`src/rtl/pixel_scan_controller.sv`:
```
// Raster scan controller: walks the (hCount, vCount) beam position at the pixel-tick rate,
// registers colour, sync and blanking together, and pulses frameDone once per frame.
module pixel_scan_controller #(
  parameter int H_ACTIVE = 640,
  parameter int H_FP     = 16,
  parameter int H_SYNC   = 96,
  parameter int H_BP     = 48,
  parameter int V_ACTIVE = 480,
  parameter int V_FP     = 10,
  parameter int V_SYNC   = 2,
  parameter int V_BP     = 33,
  parameter bit SYNC_POL = 1'b0
) (
  input  logic               clk,
  input  logic               reset,
  input  logic               pixelTick,
  input  logic [7:0]         pixelIn,
  output logic signed [15:0] nextX,
  output logic signed [15:0] nextY,
  output logic [7:0]         pixelColour,
  output logic               hSync,
  output logic               vSync,
  output logic               videoActive,
  output logic               frameDone
);

  localparam int H_TOTAL     = H_ACTIVE + H_FP + H_SYNC + H_BP;
  localparam int V_TOTAL     = V_ACTIVE + V_FP + V_SYNC + V_BP;
  localparam int MAX_TOTAL   = (H_TOTAL > V_TOTAL) ? H_TOTAL : V_TOTAL;
  localparam int CW          = $clog2(MAX_TOTAL);
  localparam int H_SYNC_BEG  = H_ACTIVE + H_FP;
  localparam int H_SYNC_END  = H_ACTIVE + H_FP + H_SYNC;
  localparam int V_SYNC_BEG  = V_ACTIVE + V_FP;
  localparam int V_SYNC_END  = V_ACTIVE + V_FP + V_SYNC;
  localparam logic [CW-1:0] H_LAST = CW'(H_TOTAL - 1);
  localparam logic [CW-1:0] V_LAST = CW'(V_TOTAL - 1);

  // The coordinate ports are 16-bit signed, so the counters must leave the sign bit clear.
  if (CW > 15) begin : g_width_check
    $error("pixel_scan_controller: counter width %0d exceeds 15 bits", CW);
  end

  logic [CW-1:0] h_count;
  logic [CW-1:0] v_count;
  logic          h_wrap;
  logic          v_wrap;
  logic          active;
  logic          in_hsync;
  logic          in_vsync;

  // Window decode is done at 32 bits so a sync end equal to the total cannot overflow CW.
  always_comb begin
    h_wrap   = (h_count == H_LAST);
    v_wrap   = (v_count == V_LAST);
    active   = (32'(h_count) < H_ACTIVE) && (32'(v_count) < V_ACTIVE);
    in_hsync = (32'(h_count) >= H_SYNC_BEG) && (32'(h_count) < H_SYNC_END);
    in_vsync = (32'(v_count) >= V_SYNC_BEG) && (32'(v_count) < V_SYNC_END);
  end

  // NOTE: state registers use non-blocking assignments so every flop samples pre-edge values.
  always_ff @(posedge clk or posedge reset) begin
    if (reset) begin
      h_count <= '0;
      v_count <= '0;
    end else if (pixelTick) begin
      h_count <= h_wrap ? '0 : h_count + 1'b1;
      if (h_wrap) begin
        v_count <= v_wrap ? '0 : v_count + 1'b1;
      end
    end
  end

  // Output stage registers the values for the coordinate presented before this edge,
  // giving every display output the same one-tick latency.
  always_ff @(posedge clk or posedge reset) begin
    if (reset) begin
      pixelColour <= '0;
      videoActive <= 1'b0;
      hSync       <= ~SYNC_POL;
      vSync       <= ~SYNC_POL;
      frameDone   <= 1'b0;
    end else begin
      // Reloaded on every clk so the pulse is one clk wide even if the next cycle has no tick.
      frameDone <= pixelTick && h_wrap && v_wrap;
      if (pixelTick) begin
        pixelColour <= active ? pixelIn : 8'h00;
        videoActive <= active;
        hSync       <= in_hsync ? SYNC_POL : ~SYNC_POL;
        vSync       <= in_vsync ? SYNC_POL : ~SYNC_POL;
      end
    end
  end

  assign nextX = {{(16-CW){1'b0}}, h_count};
  assign nextY = {{(16-CW){1'b0}}, v_count};

endmodule

```
`config.mk`:
```
export PLATFORM = sky130hd
export DESIGN_NAME = pixel_scan_controller
export DESIGN_NICKNAME = d
export VERILOG_FILES = /design/src/rtl/pixel_scan_controller.sv
export SDC_FILE = /design/constraint.sdc
export NUM_CORES = 1
export LEC_CHECK = 0
export CORE_UTILIZATION = 49
export CTS_CLUSTER_DIAMETER = 150
export CTS_CLUSTER_SIZE = 8
export DETAILED_ROUTE_END_ITERATION = 10
export PLACE_DENSITY = 0.85
export SLEW_MARGIN = 20
export SYNTH_ARGS = -nofsm -noshare
export SYNTH_HDL_FRONTEND = slang
export SYNTH_SLANG_ARGS = --single-unit
```
`constraint.sdc`:
```
create_clock -name clk -period 3.97 [get_ports clk]
set_input_delay 0.397 -clock clk [delete_from_list [all_inputs] [get_ports clk]]
set_output_delay 0.397 -clock clk [all_outputs]
set_load 0.02 [all_outputs]
```
==> key figures <==
Status
  – Status: finished clean

Timing
  – Setup TNS: 0 ns
  – RSZ-0062 raised after global routing: false
  – Rel. slew slack: 0.592
  – FMAX: 477 MHz
  – Slew Viols, Final: 0
  – Final setup margin: 1.88 ns
  – Smallest hold slack: 0.447 ns
  – Crit path time final: 2.09 ns
  – Final setup vio count: 0
  – Worst clock skew: 0.00880 ns
  – Final Cycle Share: 0.528
  – Final Hold Vio Count: 0
  – Least-Margin Pin Slew: 0.608 ns

Clock tree
  – CTS Buffer Depth: 2
  – Post-CTS Repair Setup Buffers: 0
  – PostCTS Resize Cnt: 0
  – Total CTS buffers: 5
  – Clk slew on worst S/H paths: 0.09 ns
  – Clk root buf: clkbuf_4
  – CTS Sinks: 32
  – Hold-fix buffers, CTS: 0
  – Worst-Skew Late Latency: 0.33 ns
  – H-tree lvl count: 2
  – TritonCTS clock tree: yes

Floorplan
  – IO Pins: 55
  – FP Rows: 20
  – Starting density of the core: 0.526
  – Die height: 59.7 µm
  – Std-Cell Core Area: 3100 µm²
  – Die W: 59.7 µm
  – Die ar.: 3570 µm²

Pwr
  – Power Dens Cells: 415 nW/µm²
  – Worst-case vdd ir drop: 0.350 mV
  – Static Leak: a little over 0.9 nW
  – Total power: 0.865 mW

Yosys
  – Sequential area share after synthesis: 0.492
  – Mapped Area: 1630 µm²
  – Compound-gate portion of the synthesized area: 0.116
  – Synth cell types: 42
  – Mux share of post-synthesis cell area: 0.00690
  – Synthesis Warnings: 0
  – Synthesized-area fraction occupied by adder cells: 0.0307
  – Synth Flop Type: dfrtp_1
  – Synth Area in Simple Gates: 0.204
  – Dominant cell type by area after synthesis: dfrtp_1
  – Synth top area share: 0.460
  – Yosys reg bits: 32
  – Syn Area/Cell: 10.7 µm²
  – Synthesized instance count: approximately 150
  – Synth area leaders: dfrtp_1 46%, buf_4 6.0%, a22o_1 4.3%, dfstp_2 3.2%, xnor2_1 3.2%
  – Largest family of logic cells by synthesized area: simple AND/OR/NAND/NOR gates
  – Asr flop ratio synth: 1.00
  – EDFF count, synth: 0
  – XOR/XNOR Fraction of Synth Area: 0.0536

Detailed routing
  – Post-DR vias/cell: 5.39
  – Via count: 1294
  – Wirelength, routed: 3390 µm
  – 1st-iter DRT viols: 50
  – Drt pass-1 iters: 4
  – Post-DRT Antenna Nets: 0
  – Mean routed wirelength per cell: 14.1 µm
  – Remaining DRCs: 0

Setup path
  – Setup crit end kind: register
  – Data required, critical path: 4.23 ns
  – Setup CP Type: primary input to register
  – Startpoint types: primary input
  – Crit-path max FO: 11
  – Critical Path AT: 2.36 ns

Flow run
  – Max cap viols: 0

Global route
  – GR Overflow Total: 0
  – Vias in the first global route: approximately 1200
  – Largest net degree at the start of global routing: 33
  – Initial antenna violation count: 0
  – First-pass GRT wire length: 5640 µm
  – Gr usage total: 0.219

Place
  – Gpl congestion: between 0.8 and 0.9
  – PortBufs: 42
  – Setup WS pre-CTS: 1.56 ns
  – Hpwl dp: approximately 2400 µm

Layout
  – Fill cells: 281
  – Nets@finish: 210
  – P&R area growth vs syn: 27.6%
  – Diode count: 0
  – Layout cell share with drive strength beyond 1: 0.0867

Min path
  – Min-delay worst type: primary input to async pin
## flip-flops by register name, summed over array words and instances, names as in the netlist
signal	cells
h_count	10
v_count	10
pixelColour	8
frameDone	1
hSync	1
vSync	1
videoActive	1
## synthesized netlist by cell type (3+ instances only)
cell type  count
ha_1           4
buf_4         13
inv_1          5
nand3_1        9
and3_1         4
nor2_1         7
nand2_1        7
xnor2_1        6
nand4_1        6
nor4_1         3
buf_2          3
dfrtp_1       30
xor2_1         4
o21ai_0        8
a22o_1         8
## cells in the final DEF (no fill, tap or decap), types with 2 or more instances in the layout
cell type        Yosys  routed
ha_1                 4       4
nand4_1              6       6
xnor2_1              6       6
and3_1               4       4
nor3_1               2       2
nor2_1               7       7
xor2_1               4       4
dfrtp_1             30      30
a22o_1               8       8
nor4_1               3       3
o21ai_0              8       8
clkdlybuf4s50_1      0      42
and4_1               2       2
nand3_1              9       9
o31ai_1              2       2
clkbuf_4             0       5
buf_4               13       2
conb_1               1      12
dfstp_2              2       2
a21oi_1              2       2
nand2_1              7       7
and2_1               2       2
inv_1                5       5
nor3_2               2       2
clkbuf_1             2       2
## through the flow
stage	instance area (µm²)	cells	utilization
floorplan	1670	163	-
detailed placement	2030	232	0.655
CTS	2080	240	0.671
global placement	2030	232	0.655
finish	2080	240	0.671
global route	2080	240	0.671
## where the power goes
group	switching (mW)	total, mW	internal [mW]	leakage, nW
registers	0.0768	0.442	0.366	0.407
logic	0.127	0.249	0.121	0.488
clock network	0.105	0.174	0.0689	0.0293
total	0.309	0.865	0.556	0.924
## path summary, 6_finish.rpt
| kind | start | end | slack [ns] | cells after the start |
|---|---|---|---|---|
| worst max-delay path | pixelTick | pixelColour[7]$_DFFE_PP0P_ | 1.88 | 4 |
| worst min-delay path | reset | pixelColour[0]$_DFFE_PP0P_ | 0.45 | 3 |
| worst max register to register | v_count[1]$_DFFE_PP0P_ | v_count[3]$_DFFE_PP0P_ | 2.14 | 6 |
| worst min register to register | vSync$_DFFE_PP1P_ | vSync$_DFFE_PP1P_ | 0.51 | 2 |
| max in group asynchronous | reset | vSync$_DFFE_PP1P_ | 3.20 | 3 |
| min in group clk | vSync$_DFFE_PP1P_ | vSync$_DFFE_PP1P_ | 0.51 | 2 |
## final cells by class
class / instances / area [µm²] / area share
clock inverter: 1 / 5.00 / 0.00240
timing repair buffer: 44 / 435 / 0.209
multi-input combinational: 106 / 717 / 0.344
tap: 44 / 55.1 / 0.0264
clock buffer: 7 / 45.0 / 0.0216
sequential: 32 / 803 / 0.386
inverter: 6 / 22.5 / 0.0108
## metal layers
metal  up-vias  track usage  part of all wire
met5         -            0                 0
met3        10       0.0476             0.049
li1        608            -                 -
met2        45        0.329              0.48
met1       631        0.299              0.45
met4         0        0.110             0.022
## cells by family (layout without fill, tap and decap cells)
| logic type | Yosys count | count (layout) |
|---|---|---|
| buffers and inverters | 25 | 58 |
| AND/OR/NAND/NOR | 52 | 52 |
| adder cells (fa/ha/maj) | 4 | 4 |
| flip-flops | 32 | 32 |
| AO/OA/AOI/OAI | 27 | 27 |
| multiplexers | 1 | 1 |
| other | 1 | 12 |
| XOR/XNOR | 10 | 10 |
## worst max-delay path, stage by stage
cell	delay, ns
clkdlybuf4s50_1	0.72
clkinv_1	0.38
nor3_2	0.62
a22o_1	0.23
No activity file was read; power rests on OpenSTA's default activity.
